**src/rtl/pipeline_pkg.sv**
```systemverilog
// Shared types for the fetch front end: the {pc, instr} entry format and the
// instruction stride.
package pipeline_pkg;
  typedef struct packed {
    logic [31:0] pc;
    logic [31:0] instr;
  } fetch_entry_t;

  localparam int INSTR_BYTES = 4;

  // Redirect targets are word addresses; the low two bits are dropped.
  function automatic logic [31:0] align_pc(input logic [31:0] pc);
    return {pc[31:2], 2'b00};
  endfunction
endpackage

```
**src/rtl/fetch_queue_if.sv**
```systemverilog
// Fetch front-end bundle: instruction memory port, redirect request and the
// decode-side valid/ready handshake. master = fetch_queue, slave = its peers.
interface fetch_queue_if #(
  parameter int DEPTH = 4
);
  localparam int CW = $clog2(DEPTH + 1);

  logic [31:0]   imem_addr;
  logic [31:0]   imem_rdata;
  logic          redirect_valid;
  logic [31:0]   redirect_pc;
  logic          out_valid;
  logic          out_ready;
  logic [31:0]   out_pc;
  logic [31:0]   out_instr;
  logic [CW-1:0] count;

  modport master (
    output imem_addr, out_valid, out_pc, out_instr, count,
    input  imem_rdata, redirect_valid, redirect_pc, out_ready
  );

  modport slave (
    input  imem_addr, out_valid, out_pc, out_instr, count,
    output imem_rdata, redirect_valid, redirect_pc, out_ready
  );
endinterface

```
**src/rtl/sync_fifo.sv**
```systemverilog
// Registered FIFO with a synchronous flush. The head is read straight from
// storage, so a same-cycle push into the slot being popped is safe when full.
module sync_fifo #(
  parameter  int WIDTH = 64,
  parameter  int DEPTH = 4,
  localparam int CW    = $clog2(DEPTH + 1),
  localparam int PW    = $clog2(DEPTH)
) (
  input  logic             clk,
  input  logic             rst,
  input  logic             flush,
  input  logic             push,
  input  logic             pop,
  input  logic [WIDTH-1:0] wdata,
  output logic [WIDTH-1:0] rdata,
  output logic [CW-1:0]    count
);
  logic [WIDTH-1:0] mem_q [DEPTH];
  logic [WIDTH-1:0] mem_d [DEPTH];
  logic [PW-1:0]    rd_ptr_q, rd_ptr_d;
  logic [PW-1:0]    wr_ptr_q, wr_ptr_d;
  logic [CW-1:0]    count_q, count_d;

  always_comb begin
    mem_d    = mem_q;
    rd_ptr_d = rd_ptr_q;
    wr_ptr_d = wr_ptr_q;
    count_d  = count_q;
    if (flush) begin
      rd_ptr_d = '0;
      wr_ptr_d = '0;
      count_d  = '0;
    end else begin
      if (push) begin
        mem_d[wr_ptr_q] = wdata;
        wr_ptr_d        = wr_ptr_q + 1'b1;
      end
      if (pop) rd_ptr_d = rd_ptr_q + 1'b1;
      if (push && !pop)      count_d = count_q + 1'b1;
      else if (pop && !push) count_d = count_q - 1'b1;
    end
  end

  // Storage is cleared on reset so the head reads as zero out of reset.
  always_ff @(posedge clk or negedge rst) begin
    if (!rst) begin
      for (int i = 0; i < DEPTH; i++) mem_q[i] <= '0;
      rd_ptr_q <= '0;
      wr_ptr_q <= '0;
      count_q  <= '0;
    end else begin
      mem_q    <= mem_d;
      rd_ptr_q <= rd_ptr_d;
      wr_ptr_q <= wr_ptr_d;
      count_q  <= count_d;
    end
  end

  assign rdata = mem_q[rd_ptr_q];
  assign count = count_q;
endmodule

```
**src/rtl/fetch_queue.sv**
```systemverilog
// Instruction-fetch front end: owns the fetch PC, captures {pc, instr} into a
// prefetch queue and hands the head to decode; a redirect flushes everything.
module fetch_queue
  import pipeline_pkg::*;
#(
  parameter int          DEPTH    = 4,
  parameter logic [31:0] RESET_PC = 32'h0000_0000
) (
  input logic           clk,
  input logic           rst,
  fetch_queue_if.master fq
);
  localparam int CW = $clog2(DEPTH + 1);

  logic [31:0]  pc_q, pc_d;
  logic         push, pop;
  logic [CW-1:0] cnt;
  fetch_entry_t wr_entry, head;

  assign fq.out_valid = (cnt != '0);

  // Redirect wins over everything: no push, and decode's ready is ignored.
  assign pop  = fq.out_valid & fq.out_ready & ~fq.redirect_valid;
  assign push = ~fq.redirect_valid & ((cnt < CW'(DEPTH)) | pop);

  always_comb begin
    pc_d = pc_q;
    if (fq.redirect_valid) pc_d = align_pc(fq.redirect_pc);
    else if (push)         pc_d = pc_q + 32'(INSTR_BYTES);
  end

  always_ff @(posedge clk or negedge rst) begin
    if (!rst) pc_q <= RESET_PC;
    else      pc_q <= pc_d;
  end

  assign wr_entry = '{pc: pc_q, instr: fq.imem_rdata};

  sync_fifo #(
    .WIDTH ($bits(fetch_entry_t)),
    .DEPTH (DEPTH)
  ) u_fifo (
    .clk   (clk),
    .rst   (rst),
    .flush (fq.redirect_valid),
    .push  (push),
    .pop   (pop),
    .wdata (wr_entry),
    .rdata (head),
    .count (cnt)
  );

  assign fq.imem_addr = pc_q;
  assign fq.out_pc    = head.pc;
  assign fq.out_instr = head.instr;
  assign fq.count     = cnt;
endmodule

```
**src/flat_wrapper.sv**
```systemverilog
// flat-port wrapper written by rule: the top's interface ports become plain ports
module fetch_queue_flat import pipeline_pkg::*;
#(
  parameter int          DEPTH    = 4,
  parameter logic [31:0] RESET_PC = 32'h0000_0000
)
  (clk, rst, fq_imem_addr, fq_out_valid, fq_out_pc, fq_out_instr, fq_count, fq_imem_rdata, fq_redirect_valid, fq_redirect_pc, fq_out_ready);
  fetch_queue_if #(.DEPTH(DEPTH)) fq_i ();
  input logic clk;
  input logic rst;
  output wire logic [$bits(fq_i.imem_addr)-1:0] fq_imem_addr;
  output wire logic [$bits(fq_i.out_valid)-1:0] fq_out_valid;
  output wire logic [$bits(fq_i.out_pc)-1:0] fq_out_pc;
  output wire logic [$bits(fq_i.out_instr)-1:0] fq_out_instr;
  output wire logic [$bits(fq_i.count)-1:0] fq_count;
  input wire logic [$bits(fq_i.imem_rdata)-1:0] fq_imem_rdata;
  input wire logic [$bits(fq_i.redirect_valid)-1:0] fq_redirect_valid;
  input wire logic [$bits(fq_i.redirect_pc)-1:0] fq_redirect_pc;
  input wire logic [$bits(fq_i.out_ready)-1:0] fq_out_ready;
  assign fq_imem_addr = fq_i.imem_addr;
  assign fq_out_valid = fq_i.out_valid;
  assign fq_out_pc = fq_i.out_pc;
  assign fq_out_instr = fq_i.out_instr;
  assign fq_count = fq_i.count;
  assign fq_i.imem_rdata = fq_imem_rdata;
  assign fq_i.redirect_valid = fq_redirect_valid;
  assign fq_i.redirect_pc = fq_redirect_pc;
  assign fq_i.out_ready = fq_out_ready;
  fetch_queue #(.DEPTH(DEPTH), .RESET_PC(RESET_PC)) u_core (.clk(clk), .rst(rst), .fq(fq_i));
endmodule
```
**config.mk**
```make
export PLATFORM = sky130hd
export DESIGN_NAME = fetch_queue_flat
export DESIGN_NICKNAME = d
export VERILOG_FILES = /design/src/rtl/pipeline_pkg.sv /design/src/rtl/fetch_queue_if.sv /design/src/rtl/sync_fifo.sv /design/src/rtl/fetch_queue.sv /design/src/flat_wrapper.sv
export SDC_FILE = /design/constraint.sdc
export NUM_CORES = 1
export LEC_CHECK = 0
export BUFFER_PORTS_ARGS = -buffer_cell sky130_fd_sc_hd__buf_2
export CELL_PAD_IN_SITES_DETAIL_PLACEMENT = 1
export CELL_PAD_IN_SITES_GLOBAL_PLACEMENT = 1
export CORE_MARGIN = 3
export CORE_UTILIZATION = 50
export CTS_BUF_LIST = sky130_fd_sc_hd__clkbuf_2 sky130_fd_sc_hd__clkbuf_4 sky130_fd_sc_hd__clkbuf_8
export CTS_CLUSTER_DIAMETER = 100
export DETAILED_ROUTE_END_ITERATION = 10
export MAX_ROUTING_LAYER = met4
export PLACE_DENSITY_LB_ADDON = 0.1
export SYNTH_ARGS = -nofsm -noshare
export SYNTH_HDL_FRONTEND = slang
export SYNTH_SLANG_ARGS = --single-unit
```
**constraint.sdc**
```tcl
create_clock -name clk -period 2.8 [get_ports clk]
set_input_delay 0.7 -clock clk [delete_from_list [all_inputs] [get_ports clk]]
set_output_delay 0.7 -clock clk [all_outputs]
set_load 0.005 [all_outputs]
```
* After elaboration in Yosys (flattened, before gate mapping)
Index checks and enable logic that the tools add are counted.
** Word-level totals
- Bits in registers :: 295
- Input bits :: 68
- Output and inout bits :: 100
- Logic and storage cells :: 49
** Operators by class
- Add/sub/neg operators :: 5
- Order comparisons :: 4
- Mux-type cells :: 15
- Bitwise logic cells :: 7
- Reduce and logical (&&, ||, !) cells :: 10
** Operator list (count)
- bitwise mux 256 bit :: 1
- 2-to-1 mux 64 bit :: 3
- binary-select mux 64 bit (select 2 bit) :: 1
- demux 64 bit (select 2 bit) :: 1
- 2-to-1 mux 32 bit :: 2
- adder 32 x 3 -> 32 bit (second input constant) :: 1
- 2-to-1 mux 3 bit :: 3
- 2-to-1 mux 2 bit :: 4
- >= comparator 3 bit (second input constant) :: 2
- inverter 2 -> 3 bit :: 2
- nonzero test 3 bit :: 2
- adder 2 x 1 -> 2 bit (second input constant) :: 2
- nonzero test 2 bit :: 2
- adder 3 x 1 -> 3 bit (second input constant) :: 1
- AND 1 bit :: 3
- logical AND 1 bit :: 3
- less-than comparator 3 x 1 -> 1 bit (second input constant) :: 1
- less-than comparator 3 bit (second input constant) :: 1
- subtractor 3 x 1 -> 3 bit (second input constant) :: 1
- logical NOT 1 bit :: 2
- AND reduction 2 bit :: 1
- inverter 1 bit :: 1
- OR 1 bit :: 1

* Depth between registers and ports, before layout
- Depth after elaboration :: 10
- Depth in mapped cells :: 7
- Mapped depth without buffers :: 7

* By module
From an unflattened synthesis, not the netlist that was laid out.
** Unflattened totals
- Cells, all modules :: 892
- Area, all modules :: 14687.8 um^2
** By module, submodules not included
- sync_fifo :: instances 1, cells an instance 658, area an instance 12707.2 um^2, sequential area each 6581.3 um^2
- fetch_queue :: instances 1, cells an instance 234, area an instance 1980.6 um^2, sequential area each 750.7 um^2

* Worst setup path after synthesis
No wires, ideal clock.
- Path type :: register -> output
- Start :: register u_core.u_fifo.rd_ptr_q[0]
- End :: output port fq_out_instr[10]
- Arrival :: 1536 ps
- Slack :: 564 ps
- Stages on the path, launching flop included :: 4
- Buffers on the path :: 2
- Path through :: dfrtp_1 clkbuf_1 buf_2 mux4_2
** On the way
- Cells in the longest elaborated chain, start to end :: 4
** RTL lines
- from (decl) :: line sync_fifo.sv:20 : logic [PW-1:0] rd_ptr_q, rd_ptr_d;
- from (signal assigned) :: line sync_fifo.sv:53 : rd_ptr_q <= rd_ptr_d;
- inverter 2 -> 3 bit (implied by the code) :: line sync_fifo.sv:59 : assign rdata = mem_q[rd_ptr_q];
- binary-select mux 64 bit (select 2 bit) :: line sync_fifo.sv:59
- 2-to-1 mux 64 bit (implied by the code) (2 in a row) :: line sync_fifo.sv:59
- to (decl) :: line flat_wrapper.sv:14 : output wire logic [$bits(fq_i.out_instr)-1:0] fq_out_instr;
No other way between the ends. The select of a mux whose other input is x is not followed.

* Worst setup path after layout
- Start :: register u_core.u_fifo.rd_ptr_q[0]
- End :: output port fq_out_instr[13]
Same word-level chain as after synthesis.

==> flow_metrics.env <==
export IMPL_ys_flop_type="dfrtp_1"
export IMPL_cp_end_kind="output pin"
export IMPL_cp_required_ns=2.10
export IMPL_slew_viol_final=0
export IMPL_final_common_cell="dfrtp_1"
export IMPL_finalClockSkew_ns=0.0144
export IMPL_fp_dieH_um=166
export IMPL_p_leak_uw=0.00680
export IMPL_std_cell_rows=57
export IMPL_crit_path_max_incr_delay_ns=0.55
export IMPL_layout_drive_gt1_share_pct=54.3
export IMPL_drcViolationCount=0
export IMPL_grt_pass1_vias=8806
export IMPL_fin_nets=1116
export IMPL_rsz0062_at_grt="no"
export IMPL_cap_violations=0
export IMPL_yosysTopAreaCellShare_pct=55.8
export IMPL_cts_sinks=285
export IMPL_synth_edf_count=0
export IMPL_synth_seq_area_share_pct=55.8
export IMPL_synth_warnings=0
export IMPL_max_slew_margin_pct=45.9
export IMPL_hpwl_um=19700
export IMPL_worst_slew_pin_slew_ns=0.811
export IMPL_vdd_ir_drop_worst_uv=504
export IMPL_vias=7812
export IMPL_yosys_top_cells_area="dfrtp_1, mux2_2, mux4_2"
export IMPL_slowest_stage="mux4_2"
export IMPL_timing_fmax_mhz=370
export IMPL_cts_root_buf="clkbuf_8"
export IMPL_critPathMaxFanout=17
export IMPL_cts_resized=0
export IMPL_synthCells=863
export IMPL_initial_core_util_pct=51.8
export IMPL_final_cell_mix="dfrtp_1, mux2_2, buf_2"
export IMPL_min_period_ns=2.71
export IMPL_synth_seq_cells=285
export IMPL_die_w_um=166
export IMPL_die_area_mm2=0.0275
export IMPL_path_clk_slew_ns=0.06
export IMPL_place_area_mm2=0.0142
export IMPL_status="complete, no violations"
export IMPL_core_area_mm2=0.0247
export IMPL_firstDrtPassIters=4
export IMPL_postLayoutCoreUtil_pct=61.3
export IMPL_viasPerCell=5.60
export IMPL_cts_tree="yes"
export IMPL_crit_chain="buf_12 > mux4_2 > buf_2"
export IMPL_hold_viol=0
export IMPL_drt_iter0_drc=317
export IMPL_report_final_setup_viol=0
export IMPL_postRouteAntennaNets=0
export IMPL_grt_overflow=0
export IMPL_hp_class="in -> async"
export IMPL_grt_max_degree=62
export IMPL_synth_cell_types=38
export IMPL_grt_pass1_wl_um=48300
export IMPL_worstSetupPathType="reg -> out"
export IMPL_htree_levels=2
export IMPL_syn_area_mm2=0.0128
export IMPL_synth_top_cell_by_area="dfrtp_1"
export IMPL_final_cell_area_mm2=0.0151
export IMPL_clk_latency_ns=0.54
export IMPL_grt_use_total_pct=22.3
export IMPL_synthArstFlopShare_pct=100
export IMPL_area_delta_synth_final_pct=18.3
export IMPL_globalplace_congestion=0.727
export IMPL_numCtsBuffers=48
export IMPL_io_buffers=161
export IMPL_avgSynthCellArea_um2=14.8
export IMPL_period_share_pct=96.6
export IMPL_worstPathArrival_ns=2.01
export IMPL_clockBufferDepth=3
export IMPL_p_per_area_mw_per_mm2=1070
export IMPL_antenna_found_initial=2
export IMPL_avgRoutedWirePerCell_um=21.2
export IMPL_fin_setup_tns_ns=0
export IMPL_wirelength_um=29600
export IMPL_ios=168
export IMPL_crit_path_start_kind="flip-flop"
## worst paths after layout
kind                            slack, ns  depth (start not counted)                                   end                             startpoint
worst max-delay path                 0.09                          3                      fq_out_instr[13]  u_core.u_fifo.rd_ptr_q[0]$_DFFE_PN0P_
worst min register to register       0.48                          2   u_core.u_fifo.mem_q[60]$_DFFE_PN0P_    u_core.u_fifo.mem_q[60]$_DFFE_PN0P_
worst max register to register       0.66                          4  u_core.u_fifo.mem_q[208]$_DFFE_PN0P_     u_core.u_fifo.count[2]$_DFFE_PN0P_
worst min-delay path                 0.06                          1  u_core.u_fifo.mem_q[134]$_DFFE_PN0P_                                    rst
min in group clk                     0.38                          3   u_core.fq.imem_addr[13]$_DFFE_PN0N_                     fq_redirect_pc[13]
max in group asynchronous            1.88                          2   u_core.u_fifo.mem_q[21]$_DFFE_PN0P_                                    rst
## stage by stage
step                hold slack (ns)  setup WS, ns  std cells  power (uW)
floorplan                     0.404         0.564        866       10500
global placement              0.457        0.0774       1315       12400
detailed placement            0.469        0.0567       1315       12700
CTS                          0.0572        0.0391       1393       16400
global route                 0.0652        0.0208       1395       17200
finish                       0.0604        0.0945       1395       16100
## per-layer routing
layer | track usage (%) | routed length [um] | up-vias
li1 | - | - | 3492
met3 | 4.12 | 1230 | 43
met4 | 5.14 | 482 | 0
met5 | - | 0 | -
met2 | 37.1 | 14900 | 175
met1 | 28.9 | 13000 | 4102
## cells in the mapped netlist, types with 2 or more instances
cell      number
nand2b_1       2
and4_1         3
nand3_1       12
inv_1          8
clkbuf_1      24
buf_2         33
and3_1         5
xnor2_1       11
a21oi_1        8
ha_1           5
o21ai_1        9
xor2_1        20
clkbuf_2       3
buf_4          4
nand4_1       12
mux4_2        62
nand2_1       55
buf_1          3
mux2_2       237
o21ai_0       34
dfrtp_1      285
nor2_1        11
nand3_4        2
## power breakdown
part | internal [uW] | leakage (uW) | switching, uW | total [uW]
Combinational | 3420 | 0.00282 | 2140 | 5560
Sequential | 5950 | 0.00348 | 1060 | 7000
Clock | 2050 | 0.000499 | 1530 | 3580
Total | 11400 | 0.00680 | 4720 | 16100
## repair_timing
action	in CTS	in global routing
endpoints found under the setup margin	50	0
buffers inserted	1	0
hold buffers	0	0
## critical path, delay by kind of cell, from the launching register on
kind	cells	cell delay, ns
muxes	1	0.55
DFF	1	0.54
buffers and inverters	2	0.37
## layout make-up
type                    instances  area (um^2)
diodes                          2         5.00
clock buffers                  76          921
clock inverters                 1         5.00
fillers                      2417         9560
inverters                       8         30.0
multi-input cells             506         5340
flip-flops and latches        285         7140
well taps                     324          405
repair buffers                193         1270
## registers in the layout (all words and copies together), names as in the netlist
signal                  cells
u_core.u_fifo.rd_ptr_q      2
u_core.u_fifo.wr_ptr_q      2
u_core.u_fifo.count         3
u_core.fq.imem_addr        30
u_core.u_fifo.mem_q       248
## cells by family (layout without fill, tap and decap cells)
family	count (synthesis)	count (layout)	synth area share (%)
muxes	300	300	31.9
DFF	285	285	55.8
and+or+nand+nor	110	110	4.38
buffers and inverters	75	278	2.67
AOI/OAI and AO/OA	55	55	2.40
xor gates and xnor gates	31	31	2.13
adders and majority gates	6	6	0.647
other	1	6	0.0294
(Power assumes the default switching activity.)
